==> config.mk <==
export PLATFORM = sky130hd
export DESIGN_NAME = frac_div_sched_flat
export DESIGN_NICKNAME = d
export VERILOG_FILES = /design/src/rtl/frac_div_sched_if.sv /design/src/rtl/frac_div_sched.sv /design/src/flat_wrapper.sv
export SDC_FILE = /design/constraint.sdc
export NUM_CORES = 1
export LEC_CHECK = 0
export CORE_MARGIN = 4
export CORE_UTILIZATION = 60
export CTS_CLUSTER_DIAMETER = 150
export DETAILED_ROUTE_END_ITERATION = 6
export GPL_TIMING_DRIVEN = 1
export PLACE_DENSITY = 0.81
export SETUP_SLACK_MARGIN = 0.5
export SKIP_CTS_REPAIR_TIMING = 1
export SLEW_MARGIN = 10
export SYNTH_ARGS = -nofsm -noshare
export SYNTH_HDL_FRONTEND = slang
export SYNTH_SLANG_ARGS = --single-unit
==> constraint.sdc <==
create_clock -name clk_in -period 6.1 [get_ports clk_in]
set_clock_uncertainty 0.05 [all_clocks]
set_input_delay 0.61 -clock clk_in [delete_from_list [all_inputs] [get_ports clk_in]]
set_output_delay 0.61 -clock clk_in [all_outputs]
set_load 0.01 [all_outputs]
==> src/rtl/frac_div_sched_if.sv <==
`default_nettype none
// +----------------------------------------------------------------------+
// | frac_div_sched_if : config handshake and divider outputs bundle      |
// | Rev 1.0                                                              |
// +----------------------------------------------------------------------+
interface frac_div_sched_if #(
  parameter int CW = 8,
  parameter int PW = 5
);
  logic          cfg_valid;
  logic [CW-1:0] cfg_m;
  logic [PW-1:0] cfg_n;
  logic          cfg_ready;
  logic          cfg_err;
  logic          busy;
  logic          frame_start;
  logic          per_start;
  logic [PW-1:0] per_len;
  logic          clk_out;

  modport master (
    output cfg_valid, cfg_m, cfg_n,
    input  cfg_ready, cfg_err, busy, frame_start, per_start, per_len, clk_out
  );

  modport slave (
    input  cfg_valid, cfg_m, cfg_n,
    output cfg_ready, cfg_err, busy, frame_start, per_start, per_len, clk_out
  );
endinterface
`default_nettype wire

==> src/rtl/frac_div_sched.sv <==
`default_nettype none
// +----------------------------------------------------------------------+
// | frac_div_sched : M/N fractional clock divider with on-chip schedule  |
// | Rev 1.0                                                              |
// +----------------------------------------------------------------------+
module frac_div_sched #(
  parameter int CW = 8,
  parameter int PW = 5
) (
  input  logic              clk_in,
  input  logic              rst,
  frac_div_sched_if.slave   bus
);

  localparam logic [1:0] S_IDLE = 2'd0;
  localparam logic [1:0] S_CALC = 2'd1;
  localparam logic [1:0] S_RUN  = 2'd2;
  localparam int         KW     = (CW > 1) ? $clog2(CW) : 1;
  localparam int         LW     = CW + 2 * PW;
  localparam logic [KW-1:0] c_k_last = KW'(CW - 1);

  logic [1:0]    state_q, state_d;
  logic [CW-1:0] quo_q, quo_d;
  logic [PW-1:0] rem_q, rem_d;
  logic [PW-1:0] n_q, n_d;
  logic [KW-1:0] k_q, k_d;
  logic [PW-1:0] pc_q, pc_d;
  logic [PW-1:0] cc_q, cc_d;
  logic          pend_q, pend_d;
  logic [CW-1:0] pm_q, pm_d;
  logic [PW-1:0] pn_q, pn_d;
  logic          err_q, err_d;

  logic          w_ready, w_acc, w_ok, w_take;
  logic          w_lt2n, w_ovf;
  logic [LW-1:0] w_lim;
  logic [PW-1:0] w_d, w_a, w_len;
  logic          w_run, w_per_end, w_frame_end;
  logic [PW:0]   w_trial, w_sub;
  logic          w_ge;

  assign w_ready = (state_q == S_IDLE) || ((state_q == S_RUN) && !pend_q);
  assign w_acc   = bus.cfg_valid && w_ready;

  // D >= 2^PW-1 is detected as M >= N*(2^PW-1), avoiding a divider here.
  assign w_lt2n  = {1'b0, bus.cfg_m} < ((CW+1)'(bus.cfg_n) << 1);
  assign w_lim   = (LW'(bus.cfg_n) << PW) - LW'(bus.cfg_n);
  assign w_ovf   = LW'(bus.cfg_m) >= w_lim;
  assign w_ok    = (bus.cfg_n != '0) && !w_lt2n && !w_ovf;
  assign w_take  = w_acc && w_ok;

  // Short periods (length D) first, then R long periods (length D+1).
  assign w_d         = PW'(quo_q);
  assign w_a         = n_q - rem_q;
  assign w_len       = (pc_q < w_a) ? w_d : (w_d + 1'b1);
  assign w_run       = (state_q == S_RUN);
  assign w_per_end   = (cc_q == (w_len - 1'b1));
  assign w_frame_end = w_per_end && (pc_q == (n_q - 1'b1));

  // One restoring-division step: quotient bits shift in where dividend bits leave.
  assign w_trial = {rem_q, quo_q[CW-1]};
  assign w_ge    = (w_trial >= {1'b0, n_q});
  assign w_sub   = w_trial - {1'b0, n_q};

  always_comb begin
    state_d = state_q;
    quo_d   = quo_q;
    rem_d   = rem_q;
    n_d     = n_q;
    k_d     = k_q;
    pc_d    = pc_q;
    cc_d    = cc_q;
    pend_d  = pend_q;
    pm_d    = pm_q;
    pn_d    = pn_q;
    err_d   = w_acc && !w_ok;

    case (state_q)
      S_IDLE: begin
        if (w_take) begin
          state_d = S_CALC;
          quo_d   = bus.cfg_m;
          n_d     = bus.cfg_n;
          rem_d   = '0;
          k_d     = '0;
        end
      end

      S_CALC: begin
        quo_d = {quo_q[CW-2:0], w_ge};
        rem_d = w_ge ? w_sub[PW-1:0] : w_trial[PW-1:0];
        if (k_q == c_k_last) begin
          state_d = S_RUN;
          pc_d    = '0;
          cc_d    = '0;
        end else begin
          k_d = k_q + 1'b1;
        end
      end

      S_RUN: begin
        if (w_take) begin
          pend_d = 1'b1;
          pm_d   = bus.cfg_m;
          pn_d   = bus.cfg_n;
        end
        if (w_frame_end) begin
          pc_d = '0;
          cc_d = '0;
          // A config accepted in the frame's last cycle still catches this boundary.
          if (pend_q || w_take) begin
            state_d = S_CALC;
            k_d     = '0;
            rem_d   = '0;
            pend_d  = 1'b0;
            quo_d   = pend_q ? pm_q : bus.cfg_m;
            n_d     = pend_q ? pn_q : bus.cfg_n;
          end
        end else if (w_per_end) begin
          cc_d = '0;
          pc_d = pc_q + 1'b1;
        end else begin
          cc_d = cc_q + 1'b1;
        end
      end

      default: begin
        state_d = S_IDLE;
      end
    endcase
  end

  always_ff @(posedge clk_in or negedge rst) begin
    if (!rst) begin
      state_q <= S_IDLE;
      quo_q   <= '0;
      rem_q   <= '0;
      n_q     <= '0;
      k_q     <= '0;
      pc_q    <= '0;
      cc_q    <= '0;
      pend_q  <= 1'b0;
      pm_q    <= '0;
      pn_q    <= '0;
      err_q   <= 1'b0;
    end else begin
      state_q <= state_d;
      quo_q   <= quo_d;
      rem_q   <= rem_d;
      n_q     <= n_d;
      k_q     <= k_d;
      pc_q    <= pc_d;
      cc_q    <= cc_d;
      pend_q  <= pend_d;
      pm_q    <= pm_d;
      pn_q    <= pn_d;
      err_q   <= err_d;
    end
  end

  assign bus.cfg_ready   = w_ready;
  assign bus.cfg_err     = err_q;
  assign bus.busy        = (state_q == S_CALC) || (state_q == S_RUN);
  assign bus.frame_start = w_run && (cc_q == '0) && (pc_q == '0);
  assign bus.per_start   = w_run && (cc_q == '0);
  assign bus.per_len     = w_run ? w_len : '0;
  assign bus.clk_out     = w_run && (cc_q < (w_len >> 1));

endmodule
`default_nettype wire

==> src/flat_wrapper.sv <==
// flat-port wrapper written by rule: the top's interface ports become plain ports
module frac_div_sched_flat 
#(
  parameter int CW = 8,
  parameter int PW = 5
)
  (clk_in, rst, bus_cfg_valid, bus_cfg_m, bus_cfg_n, bus_cfg_ready, bus_cfg_err, bus_busy, bus_frame_start, bus_per_start, bus_per_len, bus_clk_out);
  frac_div_sched_if #(.CW(CW), .PW(PW)) bus_i ();
  input  logic clk_in;
  input  logic rst;
  input wire logic [$bits(bus_i.cfg_valid)-1:0] bus_cfg_valid;
  input wire logic [$bits(bus_i.cfg_m)-1:0] bus_cfg_m;
  input wire logic [$bits(bus_i.cfg_n)-1:0] bus_cfg_n;
  output wire logic [$bits(bus_i.cfg_ready)-1:0] bus_cfg_ready;
  output wire logic [$bits(bus_i.cfg_err)-1:0] bus_cfg_err;
  output wire logic [$bits(bus_i.busy)-1:0] bus_busy;
  output wire logic [$bits(bus_i.frame_start)-1:0] bus_frame_start;
  output wire logic [$bits(bus_i.per_start)-1:0] bus_per_start;
  output wire logic [$bits(bus_i.per_len)-1:0] bus_per_len;
  output wire logic [$bits(bus_i.clk_out)-1:0] bus_clk_out;
  assign bus_i.cfg_valid = bus_cfg_valid;
  assign bus_i.cfg_m = bus_cfg_m;
  assign bus_i.cfg_n = bus_cfg_n;
  assign bus_cfg_ready = bus_i.cfg_ready;
  assign bus_cfg_err = bus_i.cfg_err;
  assign bus_busy = bus_i.busy;
  assign bus_frame_start = bus_i.frame_start;
  assign bus_per_start = bus_i.per_start;
  assign bus_per_len = bus_i.per_len;
  assign bus_clk_out = bus_i.clk_out;
  frac_div_sched #(.CW(CW), .PW(PW)) u_core (.clk_in(clk_in), .rst(rst), .bus(bus_i));
endmodule
==> results.md, run 1 <==
- CTS H-tree lvls: 2
- Min Tclk post-route: 5.10 ns
- Top delay family on crit path: compound AO/OA/AOI/OAI gates
- Largest net degree at the start of global routing: 49
- Seq/Total Area, Yosys: 31.0%
- Yosys warns: 0
- Seq cells post-synth: 48
- Slew @ Worst Pin: 1.03 ns
- Critical-path cell with the highest stage delay: a2111oi_2
- EDFF count, synth: 0
- Leading register cell type out of synthesis: dfrtp_1
- CTS tree: done
- TritonCTS buffer count: 5
- Synth-to-layout area growth: 10.6%
- WP buf/inv: 2
- Mapped Avg Cell Area: 9.27 sq um
- Final setup vio count: 0
- GRT Util Overall: 23.6%
- CP arrival: 5.25 ns
- Worst Hold Class: in -> async
- GRT Residual Overflow: 0
- Crit Path Max Fanout: 9
- Final setup margin: 1.00 ns
- Critical Path Sink Type: flip-flop
- Clock-pin slew on the worst setup and hold paths: 0.09 ns
- 1st-iter DRT viols: 227
- Total negative slack: 0 ns
- DR DRC count: 0
- Die Y: 88.4 um
- Commonest non-fill, non-tap cells in the layout: 48 x dfrtp_1, 42 x ha_1, 36 x inv_1
- Mapped Cells: 418
- Fillers: 526
- Register Area: 1200 sq um
- Final Hold Slack: 0.329 ns
- Slew Viols, Final: 0
- DRT Pass-1 Iters: 4
- Via-to-Cell Ratio: 6.29
- Post-Syn Area: 3870 sq um
- Critical Path RT: 6.25 ns
- Final hold viol count: 0
- Fin crit share: 83.6%
- Core ar.: 6310 sq um
- CTS sink cnt: 48
- Syn nets: 478
- Achievable Freq: 0.196 GHz
- Leak: 0.00200 uW
- Max cap viols: 0
- R2R Path Start: u_core.n_q[0]
- DRT Wirelength: 8.67 mm
- Routed via count: 3263
- Cell Count, Final, Fillers Out: 519
- Die area: 7810 sq um
- Post-synthesis async set-or-reset flop share: 100%
- Slew headroom: 31.1%
- I/O Buffers: 26
- Rows: 29
- Crit-path max cell delay: 0.44 ns
- Detail Route Antenna Nets: 0
- Most used cell, CP: ha_1
- Nets: 501
- Initial core utilization: 61.4%
- Multi-input gate area: 2480 sq um
- CTS max path bufs: 2
- FF-to-FF path depth: 19
- R2R setup slack: 1.00 ns
- Clk Latency, worst-skew pair: 0.31 ns
- Critical Path Source Type: flip-flop
- Global-route wire length before repair: 14.6 mm
- Maximum VDD drop: 0.195 mV
- Status: completed
- Count of cell types in the netlist: 68
- RSZ-0062 raised after global routing: no
- Placer Congestion: 0.879
- Pwr/cell area: 404 nW/um^2
- IO Pins: 27
- Root Buffer: clkbuf_8
- Antenna cells: 0
- DIE WIDTH: 88.4 um
- WL per Instance: 16.7 um
- Placed Cells: 510
- Initial antenna violation count: 0
- DP Worst Slack: 0.970 ns
- CP Class: reg -> reg
- Layout cell share with drive strength beyond 1: 8.82%
- Commonest non-fill, non-tap cell in the layout: dfrtp_1
- Worst path cell trace: inv_1, ha_1, inv_1, fa_1, a21o_1, a21oi_1, xnor2_1, ha_1, a21oi_2, and2_1, mux2i_1, ha_1, xor2_1, a31oi_1, a2111oi_2, o211ai_2, nand2_1, nand3_1, a22o_1
- HPWL after DPL: 6.61 mm
- Vias in the first global route: 3180
- Reg2Reg Capture Point: u_core.pc_q[3]
-- state kept, by name, indices dropped and copies added (netlist names) --
name and flops:
u_core.quo_q 8, u_core.bus.cfg_err 1, u_core.rem_q 5, u_core.state_q 2, u_core.pm_q 8, u_core.pn_q 5, u_core.cc_q 5, u_core.k_q 3
u_core.pend_q 1, u_core.n_q 5, u_core.pc_q 5
-- synth_stat cells (all sizes together), types with 2 or more instances --
cell type	count	area (sq um)
mux2i	12	120
nor4b	2	17.5
ha	42	526
o21ai	26	149
buf	4	27.5
a2111oi	6	80.1
a31oi	4	25.0
xnor2	8	70.1
nand2b	4	25.0
o211ai	2	20.0
fa	2	40.0
nand4	4	25.0
nand3	17	85.1
a211oi	6	45.0
inv	36	135
mux2	15	173
o21a	3	22.5
and2	4	25.0
a21o	8	60.1
and4	2	17.5
nand2	28	105
nor3b	3	22.5
xor2	13	114
nor2b	4	25.0
a21oi	23	119
nor2	28	105
and3	2	12.5
a22o	12	105
a22oi	8	60.1
xnor3	2	45.0
o2bb2ai	2	17.5
dfrtp	48	1200
a211o	2	17.5
or2	4	25.0
clkbuf	9	33.8
nor3	6	35.0
-- report_power, final --
| part | switching (uW) | total [uW] | internal [uW] | leakage, uW |
|---|---|---|---|---|
| Sequential | 95.2 | 494 | 398 | 0.000634 |
| Combinational | 581 | 1030 | 452 | 0.00132 |
| Clock | 110 | 203 | 92.3 | 0.0000445 |
| Total | 787 | 1730 | 943 | 0.00200 |
-- metal layers --
layer | global-route usage [%] | up-vias | wire length, um
met4 | 10.3 | 0 | 180
met1 | 31.0 | 1575 | 3910
li1 | - | 1566 | -
met2 | 39.3 | 101 | 4130
met5 | 0 | - | 0
met3 | 2.98 | 21 | 445
-- cell families (layout without fill, tap and decap cells) --
family                     Yosys count  after routing  synth area share [%]
and+or+nand+nor                    114            114                  15.0
AOI/OAI and AO/OA                  112            113                  20.8
buffers and inverters               50             73                  5.17
DFF                                 48             48                  31.0
adders and majority gates           44             44                  14.6
muxes                               27             27                  7.56
xor gates and xnor gates            23             23                  5.91
-- through the flow --
stage | cell area (sq um) | total power [uW] | utilization, %
2_1_floorplan | 3870 | 1270 | -
3_3_place_gp | 4180 | 1460 | 66.2
3_5_place_dp | 4180 | 1500 | 66.2
4_1_cts | 4270 | 1720 | 67.7
5_1_grt | 4280 | 1880 | 67.8
6_report | 4280 | 1730 | 67.8
-- worst register-to-register path, delay by kind of cell (launching register included) --
| kind | cells | cell delay [ns] |
|---|---|---|
| fa+ha+maj | 4 | 1.07 |
| compound gates | 7 | 1.75 |
| flops | 1 | 0.42 |
| xor+xnor | 2 | 0.43 |
| simple gates | 3 | 0.76 |
| buf+inv | 2 | 0.16 |
| mux | 1 | 0.36 |
-- final cells by class --
class                           instances  area share (%)
Timing Repair Buffer                   28            6.31
Sequential cell                        48            28.0
Clock buffer                            7            2.02
Clock inverter                          1           0.175
Multi-Input combinational cell        321            58.0
Inverter                               37            3.24
Tap cell                               77            2.25
-- how the worst max path moves through the flow --
stage,from,to,cells after the start
after floorplan,u_core.n_q[0],u_core.k_q[0],20
after CTS,u_core.n_q[0],u_core.k_q[0],19
after global routing,u_core.n_q[0],u_core.pc_q[2],19
final,u_core.n_q[0],u_core.pc_q[3],19
after global placement,u_core.n_q[0],u_core.k_q[0],19
after detailed placement,u_core.n_q[0],u_core.k_q[0],19
No activity file was read; power rests on OpenSTA's default activity.
==> run 2, diff against run 1 <==
--- a/config.mk
+++ b/config.mk
@@ -6,11 +6,11 @@
 export NUM_CORES = 1
 export LEC_CHECK = 0
 export CORE_MARGIN = 4
-export CORE_UTILIZATION = 60
+export CORE_UTILIZATION = 54
 export CTS_CLUSTER_DIAMETER = 150
 export DETAILED_ROUTE_END_ITERATION = 6
 export GPL_TIMING_DRIVEN = 1
-export PLACE_DENSITY = 0.81
+export PLACE_DENSITY = 0.77
 export SETUP_SLACK_MARGIN = 0.5
 export SKIP_CTS_REPAIR_TIMING = 1
 export SLEW_MARGIN = 10
==> constraint.sdc (replaced) <==
create_clock -name clk_in -period 4.4 [get_ports clk_in]
set_clock_uncertainty 0.05 [all_clocks]
set_input_delay 0.44 -clock clk_in [delete_from_list [all_inputs] [get_ports clk_in]]
set_output_delay 0.44 -clock clk_in [all_outputs]
set_load 0.01 [all_outputs]
==> run 2 against run 1 <==
  * Power rose by 71%
  * First-iteration DRC count shrank 22%
  * Worst hold slack worse by 0.085 ns
  * Combinational power grew 92%
  * Clock power increased by 42%
  * Register-to-register slack lost 1.1 ns
  * Critical endpoint is now u_core.k_q[0]
  * Sequential share of layout area down 3.0 points
  * The run now ends with setup timing left
  * Critical path type unchanged
  * Routed wire length is 12% higher
  * Clock-buffer cell count shrank 2
==> results.md, run 2 (synthesis gave the netlist of run 1 again) <==
- Status: finished with violations (was completed)
- Failing checks: setup timing
- CTS tree: done (unchanged)
- Clock-pin slew on the worst setup and hold paths: 0.10 ns (was 0.09 ns)
- WL per Instance: 17.2 um (was 16.7 um)
- Layout cell share with drive strength beyond 1: 21.7% (was 8.82%)
- Die area: 8590 sq um (was 7810 sq um)
- CTS H-tree lvls: 2 (unchanged)
- Commonest non-fill, non-tap cell in the layout: dfrtp_1 (unchanged)
- Detail Route Antenna Nets: 0 (unchanged)
- Achievable Freq: 0.222 GHz (was 0.196 GHz)
- Min Tclk post-route: 4.50 ns (was 5.10 ns)
- Top delay family on crit path: compound AO/OA/AOI/OAI gates (unchanged)
- Register Area: 1200 sq um (unchanged)
- Antenna cells: 0 (unchanged)
- Maximum VDD drop: 0.290 mV (was 0.195 mV)
- Worst path cell trace: inv_2, ha_4, inv_2, fa_2, a21o_1, a21oi_2, xnor2_1, ha_1, nand2_2, a21o_1, and2_4, mux2i_4, ha_4, xor2_4, a31oi_4, a2111oi_4, o211ai_4, o21ai_2, nand3_2, mux2_2 (was inv_1, ha_1, inv_1, fa_1, a21o_1, a21oi_1, xnor2_1, ha_1, a21oi_2, and2_1, mux2i_1, ha_1, xor2_1, a31oi_1, a2111oi_2, o211ai_2, nand2_1, nand3_1, a22o_1)
- RSZ-0062 raised after global routing: yes (was no)
- Slew headroom: 28.0% (was 31.1%)
- Vias in the first global route: 3149 (was 3180)
- Routed via count: 3317 (was 3263)
- Final setup margin: -0.102 ns (was 1.00 ns)
- Crit Path Max Fanout: 6 (was 9)
- Initial core utilization: 56.4% (was 61.4%)
- Reg2Reg Capture Point: u_core.k_q[0] (was u_core.pc_q[3])
- Total negative slack: -0.986 ns (was 0 ns)
- DR DRC count: 0 (unchanged)
- Crit-path max cell delay: 0.48 ns (was 0.44 ns)
- Placer Congestion: 0.907 (was 0.879)
- R2R setup slack: -0.10 ns (was 1.00 ns)
- Worst Hold Class: in -> async (unchanged)
- 1st-iter DRT viols: 178 (was 227)
- TritonCTS buffer count: 5 (unchanged)
- Slew @ Worst Pin: 1.08 ns (was 1.03 ns)
- DRT Pass-1 Iters: 5 (was 4)
- DIE WIDTH: 92.7 um (was 88.4 um)
- Fin crit share: 102% (was 83.6%)
- Fillers: 493 (was 526)
- Via-to-Cell Ratio: 5.85 (was 6.29)
- CP arrival: 4.66 ns (was 5.25 ns)
- Max cap viols: 0 (unchanged)
- DRT Wirelength: 9.74 mm (was 8.67 mm)
- Die Y: 92.7 um (was 88.4 um)
- Critical Path Source Type: flip-flop (unchanged)
- Critical-path cell with the highest stage delay: a2111oi_4 (was a2111oi_2)
- GRT Residual Overflow: 0 (unchanged)
- CTS sink cnt: 48 (unchanged)
- Final hold viol count: 0 (unchanged)
- CP Class: reg -> reg (unchanged)
- FF-to-FF path depth: 20 (was 19)
- Synth-to-layout area growth: 23.9% (was 10.6%)
- GRT Util Overall: 21.1% (was 23.6%)
- Slew Viols, Final: 0 (unchanged)
- Design area: 4800 sq um (was 4280 sq um)
- Nets: 530 (was 501)
- R2R Path Start: u_core.n_q[0] (unchanged)
- Placed Cells: 547 (was 510)
- Core ar.: 6870 sq um (was 6310 sq um)
- Area of placed instances: 4420 sq um (was 4180 sq um)
- CTS max path bufs: 2 (unchanged)
- WP buf/inv: 2 (unchanged)
- Cell Count, Final, Fillers Out: 567 (was 519)
- Critical Path Sink Type: flip-flop (unchanged)
- Final setup vio count: 23 (was 0)
- Initial antenna violation count: 0 (unchanged)
- I/O Buffers: 26 (unchanged)
- Root Buffer: clkbuf_8 (unchanged)
- Largest registers: u_core.pm_q x8, u_core.quo_q x8 (unchanged)
- Commonest non-fill, non-tap cells in the layout: 48 x dfrtp_1, 40 x ha_1, 34 x inv_1 (was 48 x dfrtp_1, 42 x ha_1, 36 x inv_1)
- Leak: 0.00225 uW (was 0.00200 uW)
- Critical Path RT: 4.55 ns (was 6.25 ns)
- Largest net degree at the start of global routing: 49 (unchanged)
- HPWL after DPL: 6.88 mm (was 6.61 mm)
- IO Pins: 27 (unchanged)
- Multi-input gate area: 2740 sq um (was 2480 sq um)
- Clk Latency, worst-skew pair: 0.32 ns (was 0.31 ns)
- Global-route wire length before repair: 14.6 mm (about the same)
- Rows: 30 (was 29)
- Pwr/cell area: 615 nW/um^2 (was 404 nW/um^2)
## run 2: changes by cell type in the layout (fill, tap and decap cells not counted), sizes merged
cell,change
buf,+31
clkbuf,-1
clkdlybuf4s50,-5
dlymetal6s2s,+3
inv,+2
o21ai,-1
## run 2: worst reg2reg max path, stage by stage, from the launching register on
cell and delay (ns):
dfrtp_1 0.40, inv_2 0.08, ha_4 0.13, inv_2 0.04, fa_2 0.34, a21o_1 0.18, a21oi_2 0.17, xnor2_1 0.15
ha_1 0.31, nand2_2 0.11, a21o_1 0.16, and2_4 0.24, mux2i_4 0.30, ha_4 0.21, xor2_4 0.20, a31oi_4 0.06
a2111oi_4 0.48, o211ai_4 0.20, o21ai_2 0.20, nand3_2 0.12, mux2_2 0.27
## run 2: how the worst max path moves through the flow
stage / from / to / slack, ns / cells after the start
floorplan: u_core.n_q[0] / u_core.k_q[0] / 0.10 / 21
global placement: u_core.n_q[0] / u_core.k_q[0] / 0.02 / 20
detailed placement: u_core.n_q[0] / u_core.k_q[0] / -0.17 / 20
CTS: u_core.n_q[0] / bus_clk_out / -0.30 / 18
global route: u_core.n_q[0] / u_core.k_q[0] / -0.28 / 20
finish: u_core.n_q[0] / u_core.k_q[0] / -0.10 / 20
## run 2: layout make-up
| cell class | instances | share of cell area, % |
|---|---|---|
| Clock buffer | 5 | 1.43 |
| Timing Repair Buffer | 58 | 10.6 |
| Multi-Input combinational cell | 320 | 57.0 |
| Sequential cell | 48 | 25.0 |
| Inverter | 37 | 2.89 |
| Tap cell | 96 | 2.50 |
| Clock inverter | 3 | 0.522 |
## run 2: where the power goes
| part | leakage [uW] | total, uW | switching [uW] | internal (uW) |
|---|---|---|---|---|
| logic | 0.00157 | 1980 | 1060 | 921 |
| clock network | 0.0000452 | 289 | 172 | 116 |
| registers | 0.000634 | 686 | 134 | 552 |
## run 2: metrics by stage
stage | total power (uW) | utilization [%] | hold WS [ns] | worst slack [ns]
after floorplan | 1850 | - | 0.0944 | 0.100
after global placement | 2210 | 64.3 | 0.439 | 0.0212
after detailed placement | 2270 | 64.3 | 0.446 | -0.167
after CTS | 2560 | 65.7 | 0.293 | -0.297
after global routing | 3160 | 69.9 | 0.359 | -0.279
final | 2950 | 69.9 | 0.244 | -0.102
## run 2: layer usage
metal	vias up	track usage [%]	part of all wire, %
met4	0	6.47	1.9
met2	93	35.5	50
met5	-	0	0
met3	14	3.66	4.4
li1	1619	-	-
met1	1591	27.7	44
